**src/rtl/execute_muldiv.sv**
```systemverilog
// Multi-cycle RV32M execute unit: iterative radix-2 multiply and restoring divide on operand
// magnitudes, one result bit per cycle, with sign correction and divide special cases.
module execute_muldiv #(
    parameter int XLEN  = 32,
    parameter int TAG_W = 5
) (
    input  logic             clk,
    input  logic             rst,
    input  logic             flush,
    input  logic             in_valid,
    output logic             in_ready,
    input  logic [2:0]       in_op,
    input  logic [XLEN-1:0]  in_opd1,
    input  logic [XLEN-1:0]  in_opd2,
    input  logic [TAG_W-1:0] in_tag,
    output logic             out_valid,
    input  logic             out_ready,
    output logic [XLEN-1:0]  out_result,
    output logic [TAG_W-1:0] out_tag
);

    localparam int CNT_W = $clog2(XLEN);
    localparam logic [1:0] S_IDLE = 2'd0;
    localparam logic [1:0] S_BUSY = 2'd1;
    localparam logic [1:0] S_DONE = 2'd2;
    localparam logic [CNT_W-1:0] CNT_LAST = CNT_W'(XLEN - 1);
    localparam logic [CNT_W-1:0] CNT_ONE  = {{(CNT_W-1){1'b0}}, 1'b1};
    localparam logic [XLEN-1:0]  ONE      = {{(XLEN-1){1'b0}}, 1'b1};
    localparam logic [XLEN-1:0]  MIN_NEG  = {1'b1, {(XLEN-1){1'b0}}};
    localparam logic [XLEN-1:0]  ALL_ONES = {XLEN{1'b1}};

    function automatic logic [XLEN-1:0] cond_neg(input logic [XLEN-1:0] v, input logic neg);
        if (neg) begin
            cond_neg = ~v + ONE;
        end else begin
            cond_neg = v;
        end
    endfunction

    function automatic logic [2*XLEN-1:0] cond_neg_wide(input logic [2*XLEN-1:0] v, input logic neg);
        if (neg) begin
            cond_neg_wide = ~v + {{(2*XLEN-1){1'b0}}, 1'b1};
        end else begin
            cond_neg_wide = v;
        end
    endfunction

    logic [1:0]       state_q, state_d;
    logic [CNT_W-1:0] cnt_q, cnt_d;
    logic [2:0]       op_q, op_d;
    logic             neg_q, neg_d;
    logic [XLEN-1:0]  b_q, b_d;
    logic [XLEN-1:0]  hi_q, hi_d;
    logic [XLEN-1:0]  lo_q, lo_d;
    logic [XLEN-1:0]  res_q, res_d;
    logic [TAG_W-1:0] tag_q, tag_d;

    logic             sgn1_s, sgn2_s, neg_in_s, div_zero_s, div_ovf_s;
    logic [XLEN-1:0]  special_res_s, hi_n_s, lo_n_s, final_s;
    logic [XLEN:0]    mul_sum_s, div_shift_s, div_trial_s;
    logic [2*XLEN-1:0] prod_s;

    // Decode operand signedness, result sign and the divide special cases of the incoming uop
    always_comb begin
        sgn1_s = 1'b0;
        sgn2_s = 1'b0;
        case (in_op)
            3'd0, 3'd1, 3'd4, 3'd6: begin
                sgn1_s = 1'b1;
                sgn2_s = 1'b1;
            end
            3'd2: begin
                sgn1_s = 1'b1;
                sgn2_s = 1'b0;
            end
            default: begin
                sgn1_s = 1'b0;
                sgn2_s = 1'b0;
            end
        endcase
        // Remainder sign follows the dividend only
        if (in_op == 3'd6) begin
            neg_in_s = in_opd1[XLEN-1];
        end else begin
            neg_in_s = (sgn1_s & in_opd1[XLEN-1]) ^ (sgn2_s & in_opd2[XLEN-1]);
        end
        div_zero_s = in_op[2] && (in_opd2 == {XLEN{1'b0}});
        div_ovf_s  = in_op[2] && !in_op[0] && (in_opd1 == MIN_NEG) && (in_opd2 == ALL_ONES);
        if (div_zero_s) begin
            special_res_s = in_op[1] ? in_opd1 : ALL_ONES;
        end else if (div_ovf_s) begin
            special_res_s = in_op[1] ? {XLEN{1'b0}} : in_opd1;
        end else begin
            special_res_s = {XLEN{1'b0}};
        end
    end

    // One radix-2 iteration plus the sign-corrected result of the final iteration
    always_comb begin
        mul_sum_s   = {1'b0, hi_q} + (lo_q[0] ? {1'b0, b_q} : {(XLEN+1){1'b0}});
        div_shift_s = {hi_q, lo_q[XLEN-1]};
        div_trial_s = div_shift_s - {1'b0, b_q};
        if (op_q[2]) begin
            if (div_trial_s[XLEN]) begin
                hi_n_s = div_shift_s[XLEN-1:0];
                lo_n_s = {lo_q[XLEN-2:0], 1'b0};
            end else begin
                hi_n_s = div_trial_s[XLEN-1:0];
                lo_n_s = {lo_q[XLEN-2:0], 1'b1};
            end
        end else begin
            hi_n_s = mul_sum_s[XLEN:1];
            lo_n_s = {mul_sum_s[0], lo_q[XLEN-1:1]};
        end
        prod_s = cond_neg_wide({hi_n_s, lo_n_s}, neg_q);
        case (op_q)
            3'd0:             final_s = prod_s[XLEN-1:0];
            3'd1, 3'd2, 3'd3: final_s = prod_s[2*XLEN-1:XLEN];
            3'd4, 3'd5:       final_s = cond_neg(lo_n_s, neg_q);
            default:          final_s = cond_neg(hi_n_s, neg_q);
        endcase
    end

    // Control FSM and datapath next-state; flush overrides everything
    always_comb begin
        state_d = state_q;
        cnt_d   = cnt_q;
        op_d    = op_q;
        neg_d   = neg_q;
        b_d     = b_q;
        hi_d    = hi_q;
        lo_d    = lo_q;
        res_d   = res_q;
        tag_d   = tag_q;
        if (flush) begin
            state_d = S_IDLE;
            cnt_d   = {CNT_W{1'b0}};
        end else begin
            case (state_q)
                S_IDLE: begin
                    if (in_valid) begin
                        tag_d = in_tag;
                        op_d  = in_op;
                        neg_d = neg_in_s;
                        cnt_d = {CNT_W{1'b0}};
                        hi_d  = {XLEN{1'b0}};
                        if (div_zero_s || div_ovf_s) begin
                            state_d = S_DONE;
                            res_d   = special_res_s;
                        end else if (in_op[2]) begin
                            state_d = S_BUSY;
                            lo_d    = cond_neg(in_opd1, sgn1_s & in_opd1[XLEN-1]);
                            b_d     = cond_neg(in_opd2, sgn2_s & in_opd2[XLEN-1]);
                        end else begin
                            state_d = S_BUSY;
                            lo_d    = cond_neg(in_opd2, sgn2_s & in_opd2[XLEN-1]);
                            b_d     = cond_neg(in_opd1, sgn1_s & in_opd1[XLEN-1]);
                        end
                    end else begin
                        state_d = S_IDLE;
                    end
                end
                S_BUSY: begin
                    hi_d = hi_n_s;
                    lo_d = lo_n_s;
                    if (cnt_q == CNT_LAST) begin
                        state_d = S_DONE;
                        cnt_d   = {CNT_W{1'b0}};
                        res_d   = final_s;
                    end else begin
                        cnt_d = cnt_q + CNT_ONE;
                    end
                end
                S_DONE: begin
                    if (out_ready) begin
                        state_d = S_IDLE;
                    end else begin
                        state_d = S_DONE;
                    end
                end
                default: begin
                    state_d = S_IDLE;
                end
            endcase
        end
    end

    // State registers with asynchronous reset
    always_ff @(posedge clk or posedge rst) begin
        if (rst) begin
            state_q <= S_IDLE;
            cnt_q   <= {CNT_W{1'b0}};
            op_q    <= 3'd0;
            neg_q   <= 1'b0;
            b_q     <= {XLEN{1'b0}};
            hi_q    <= {XLEN{1'b0}};
            lo_q    <= {XLEN{1'b0}};
            res_q   <= {XLEN{1'b0}};
            tag_q   <= {TAG_W{1'b0}};
        end else begin
            state_q <= state_d;
            cnt_q   <= cnt_d;
            op_q    <= op_d;
            neg_q   <= neg_d;
            b_q     <= b_d;
            hi_q    <= hi_d;
            lo_q    <= lo_d;
            res_q   <= res_d;
            tag_q   <= tag_d;
        end
    end

    assign in_ready   = (state_q == S_IDLE);
    assign out_valid  = (state_q == S_DONE);
    assign out_result = res_q;
    assign out_tag    = tag_q;

endmodule
```
**config.mk**
```make
export PLATFORM = sky130hd
export DESIGN_NAME = execute_muldiv
export DESIGN_NICKNAME = d
export VERILOG_FILES = /design/src/rtl/execute_muldiv.sv
export SDC_FILE = /design/constraint.sdc
export NUM_CORES = 1
export LEC_CHECK = 0
export ABC_AREA = 1
export CORE_MARGIN = 2
export CORE_UTILIZATION = 45
export CTS_CLUSTER_SIZE = 28
export DETAILED_ROUTE_END_ITERATION = 10
export GPL_TIMING_DRIVEN = 0
export SLEW_MARGIN = 10
export SYNTH_ARGS = -nofsm -noshare
export SYNTH_HDL_FRONTEND = slang
export SYNTH_SLANG_ARGS = --single-unit
```
**constraint.sdc**
```tcl
create_clock -name clk -period 5.45 [get_ports clk]
set_input_delay 0.545 -clock clk [delete_from_list [all_inputs] [get_ports clk]]
set_output_delay 0.545 -clock clk [all_outputs]
set_load 0.005 [all_outputs]
```
==> flow_summary.json <==
{
  "layout-drive-gt1-share_pct": 6.28,
  "grt_start_max_net_pins": 75,
  "numCtsBuffers": 17,
  "post_synth_most_frequent_cells": "857 x sky130_fd_sc_hd__nand2_1, 453 x sky130_fd_sc_hd__inv_1, 339 x sky130_fd_sc_hd__nor2_1, 242 x sky130_fd_sc_hd__nand3_1, 225 x sky130_fd_sc_hd__o21ai_0",
  "drt_first_pass_iters": 7,
  "yosysUniqueCellTypes": 60,
  "endpoint_kind": "flop",
  "synth_enable_flop_cells": 0,
  "finish.net_count": 3417,
  "routed_wl_mm": 88.9,
  "placedInstanceArea_sq_um": 20000,
  "avgSynthCellArea_sq_um": 5.80,
  "power.share.clock_pct": 9.3,
  "timing_max_transition_violations_final": 0,
  "finalHoldWorstSlack_ns": 0.483,
  "synth.mux.area_fraction_pct": 0.366,
  "area_share_of_the_largest_cell_type_after_synthesis_pct": 19.9,
  "area.growth.synth_to_final_pct": 13.6,
  "antenna_violating_nets_post_route": 0,
  "switching_power_w": 0.00788,
  "hold_viol": 0,
  "critical_register_to_register_path_startpoint": "lo_q[31]$_DFFE_PP0P_",
  "grt_setup_unrepaired": "no",
  "critPathLaunchType": "flop",
  "dominantRegCellSynth": "sky130_fd_sc_hd__dfrtp_1",
  "antenna_violations_before_repair": 3,
  "p_int_w": 0.00507,
  "worst-r2r-cell-count": 33,
  "synth.ff_latch_count": 144,
  "grt_pass1_vias": 21000,
  "power.ir.vdd_worst_v": 0.000303,
  "grt_pass1_wl_mm": 131,
  "synth.cell_area_sq_um": 18100,
  "most_repeated_cell_in_the_gate_level_netlist_after_synthesis": "sky130_fd_sc_hd__nand2_1",
  "synth_compound_gate_area_share_pct": 17.1,
  "cts_hold_buf": 0,
  "worst_slew_pin_slew_ns": 0.989,
  "num_vias": 22500,
  "critical_path_rt_ns": 5.86,
  "globalRouteTotalUtil_pct": 42.6,
  "finalWorstPathRequiredPeriod_ns": 5.26,
  "postSynthNetCount": 3276,
  "cp_max_fo": 10,
  "simple_gate_area_share_of_the_yosys_netlist_pct": 40.8,
  "post_synth_xor_area_fraction_pct": 4.30,
  "power.density_cell_area_nw_per_um2": 628,
  "max_freq_mhz": 190,
  "die-area_sq_um": 41900,
  "clockRootBuffer": "sky130_fd_sc_hd__clkbuf_16",
  "design_area_sq_um": 20600,
  "cp_slowest_cell": "sky130_fd_sc_hd__fa_2",
  "synthCells": 3126,
  "cp_data_arrival_time_ns": 5.67,
  "reg2reg_setup_slack_ns": 0.19,
  "cts.sink_count": 144,
  "final.setup_skew_ns": 0.0144,
  "detail_route.iter0.violations": 3189,
  "avgRoutedWirePerCell_microns": 23.4,
  "synth_warnings": 0,
  "fp.dieW_microns": 205,
  "status": "complete, no violations",
  "sequentialPowerShare_pct": 14.9,
  "portBuffers": 114,
  "fp.coreArea_sq_um": 39700,
  "initial_core_util_pct": 45.7,
  "cts_tree": "done",
  "row_count": 73,
  "detail_route.drc_violations": 0,
  "diodes": 0,
  "yosys-top-cells-area": "sky130_fd_sc_hd__dfrtp_1 20%, sky130_fd_sc_hd__nand2_1 18%, sky130_fd_sc_hd__inv_1 9.4%, sky130_fd_sc_hd__nor2_1 7.0%, sky130_fd_sc_hd__nand3_1 6.7%",
  "post-dp-hpwl_mm": 73.2,
  "post-synth-top-area-cell": "sky130_fd_sc_hd__dfrtp_1",
  "layout.cells.non_filler": 3805,
  "worstHoldStart": "out_result[16]$_DFFE_PP0P_",
  "worst_slew_margin_rel_pct": 33.4,
  "yosysSeqAreaShare_pct": 19.9,
  "hold_path.class": "reg -> reg",
  "maxCapViolCount": 0,
  "worstReg2RegEnd": "out_result[26]$_DFFE_PP0P_",
  "die_y_microns": 205,
  "leakagePower_nw": 10.4,
  "report.power.total_w": 0.0129,
  "startpoint": "lo_q[31]$_DFFE_PP0P_",
  "largest_family_of_logic_cells_by_synthesized_area": "simple AND/OR/NAND/NOR gates",
  "timing.final.setup_violations": 0,
  "switching_share_pct": 60.9,
  "cts_htree_levels": 4,
  "setup.worst_path.class": "reg -> reg",
  "place_congestion": 1.07,
  "floorplan.io_pins": 116,
  "routed_via_density": 5.90,
  "synth-async-reset-ratio_pct": 100,
  "adder_cell_area_share_of_the_yosys_netlist_pct": 5.12,
  "total_congestion_overflow_after_global_routing": 0,
  "placed_cells": 3766,
  "clk_pin_slew_worst_paths_ns": 0.07,
  "crit_path_max_incr_delay_ns": 0.42,
  "min_period_over_period_pct": 96.5,
  "crit_end": "out_result[26]$_DFFE_PP0P_",
  "clock_insertion_delay_worst_skew_ns": 0.49,
  "comb_power_share_pct": 75.8,
  "maximum_count_of_clock_buffers_along_a_single_path": 2
}
-- registers in the layout, indices dropped and copies added (netlist names) --
signal / cells
out_result: 32
lo_q: 32
state_q: 2
cnt_q: 5
hi_q: 32
op_q: 3
b_q: 32
neg_q: 1
out_tag: 5
-- worst min path at each step --
stage	end	cells past startpoint	slack, ns
after floorplan	op_q[0]$_DFFE_PP0P_	2	0.45
after global placement	out_result[16]$_DFFE_PP0P_	2	0.47
after detailed placement	out_result[16]$_DFFE_PP0P_	2	0.46
after CTS	out_result[16]$_DFFE_PP0P_	2	0.48
after global routing	out_result[16]$_DFFE_PP0P_	2	0.51
final	out_result[16]$_DFFE_PP0P_	2	0.48
-- logic make-up after synthesis --
logic type      after synthesis
compound gates              559
buf+inv                     581
flops                       144
xor+xnor                     89
fa+ha+maj                    73
simple gates               1674
mux                           6
-- cell type report --
cell class | instances | area, sq um
Tap cell | 525 | 657
Fill cell | 4286 | 19100
Sequential cell | 144 | 3610
Inverter | 474 | 1790
Timing Repair Buffer | 122 | 1220
Clock inverter | 14 | 131
Clock buffer | 18 | 429
Buffer | 107 | 493
Multi-Input combinational cell | 2401 | 12300
-- power by group through the flow --
stage | Clock (W) | Combinational (W) | Sequential, W
after detailed placement | 0 | 0.00934 | 0.00193
after floorplan | 0 | 0.00630 | 0.00173
final | 0.00121 | 0.00981 | 0.00193
after global placement | 0 | 0.00929 | 0.00192
after global routing | 0.00126 | 0.0106 | 0.00195
after CTS | 0.00120 | 0.00940 | 0.00191
-- through the flow --
step	TNS, ns	utilization [%]	setup slack, ns
finish	0	51.9	0.189
global route	0	51.9	0.0130
CTS	0	51.7	0.173
detailed placement	0	50.3	0.211
global placement	-200.13	50.2	-1.42
floorplan	0	-	1.04
-- critical path: cells and delay by family, from the launching register on --
family,cells,cell delay (ns)
buf+inv,6,0.70
simple gates,20,2.58
fa+ha+maj,3,0.78
compound gates,4,0.69
flops,1,0.37
-- repair_timing --
item,4_1_cts,5_1_grt
buffers inserted,0,7
endpoints found under the setup margin,0,14
gates resized for setup,0,9
-- placed cells by master, fill, tap and decap left out, types with 71 or more instances in the layout --
| cell type | netlist | routed |
|---|---|---|
| sky130_fd_sc_hd__a21oi_1 | 179 | 179 |
| sky130_fd_sc_hd__clkbuf_1 | 72 | 73 |
| sky130_fd_sc_hd__clkdlybuf4s50_1 | 0 | 114 |
| sky130_fd_sc_hd__dfrtp_1 | 144 | 142 |
| sky130_fd_sc_hd__inv_1 | 453 | 452 |
| sky130_fd_sc_hd__nand2_1 | 857 | 857 |
| sky130_fd_sc_hd__nand3_1 | 242 | 242 |
| sky130_fd_sc_hd__nor2_1 | 339 | 338 |
| sky130_fd_sc_hd__o21ai_0 | 225 | 225 |
| sky130_fd_sc_hd__xor2_1 | 71 | 71 |
-- routing by layer --
metal	wire, microns	share of wire [%]	vias to the layer above	GRT usage [%]
met4	6310	7.1	2	25.0
li1	-	-	10400	-
met3	9110	10	286	9.47
met5	8	0.0090	-	0
met1	34000	38	10400	52.4
met2	39500	44	1348	68.1
No activity file was read; power rests on OpenSTA's default activity.
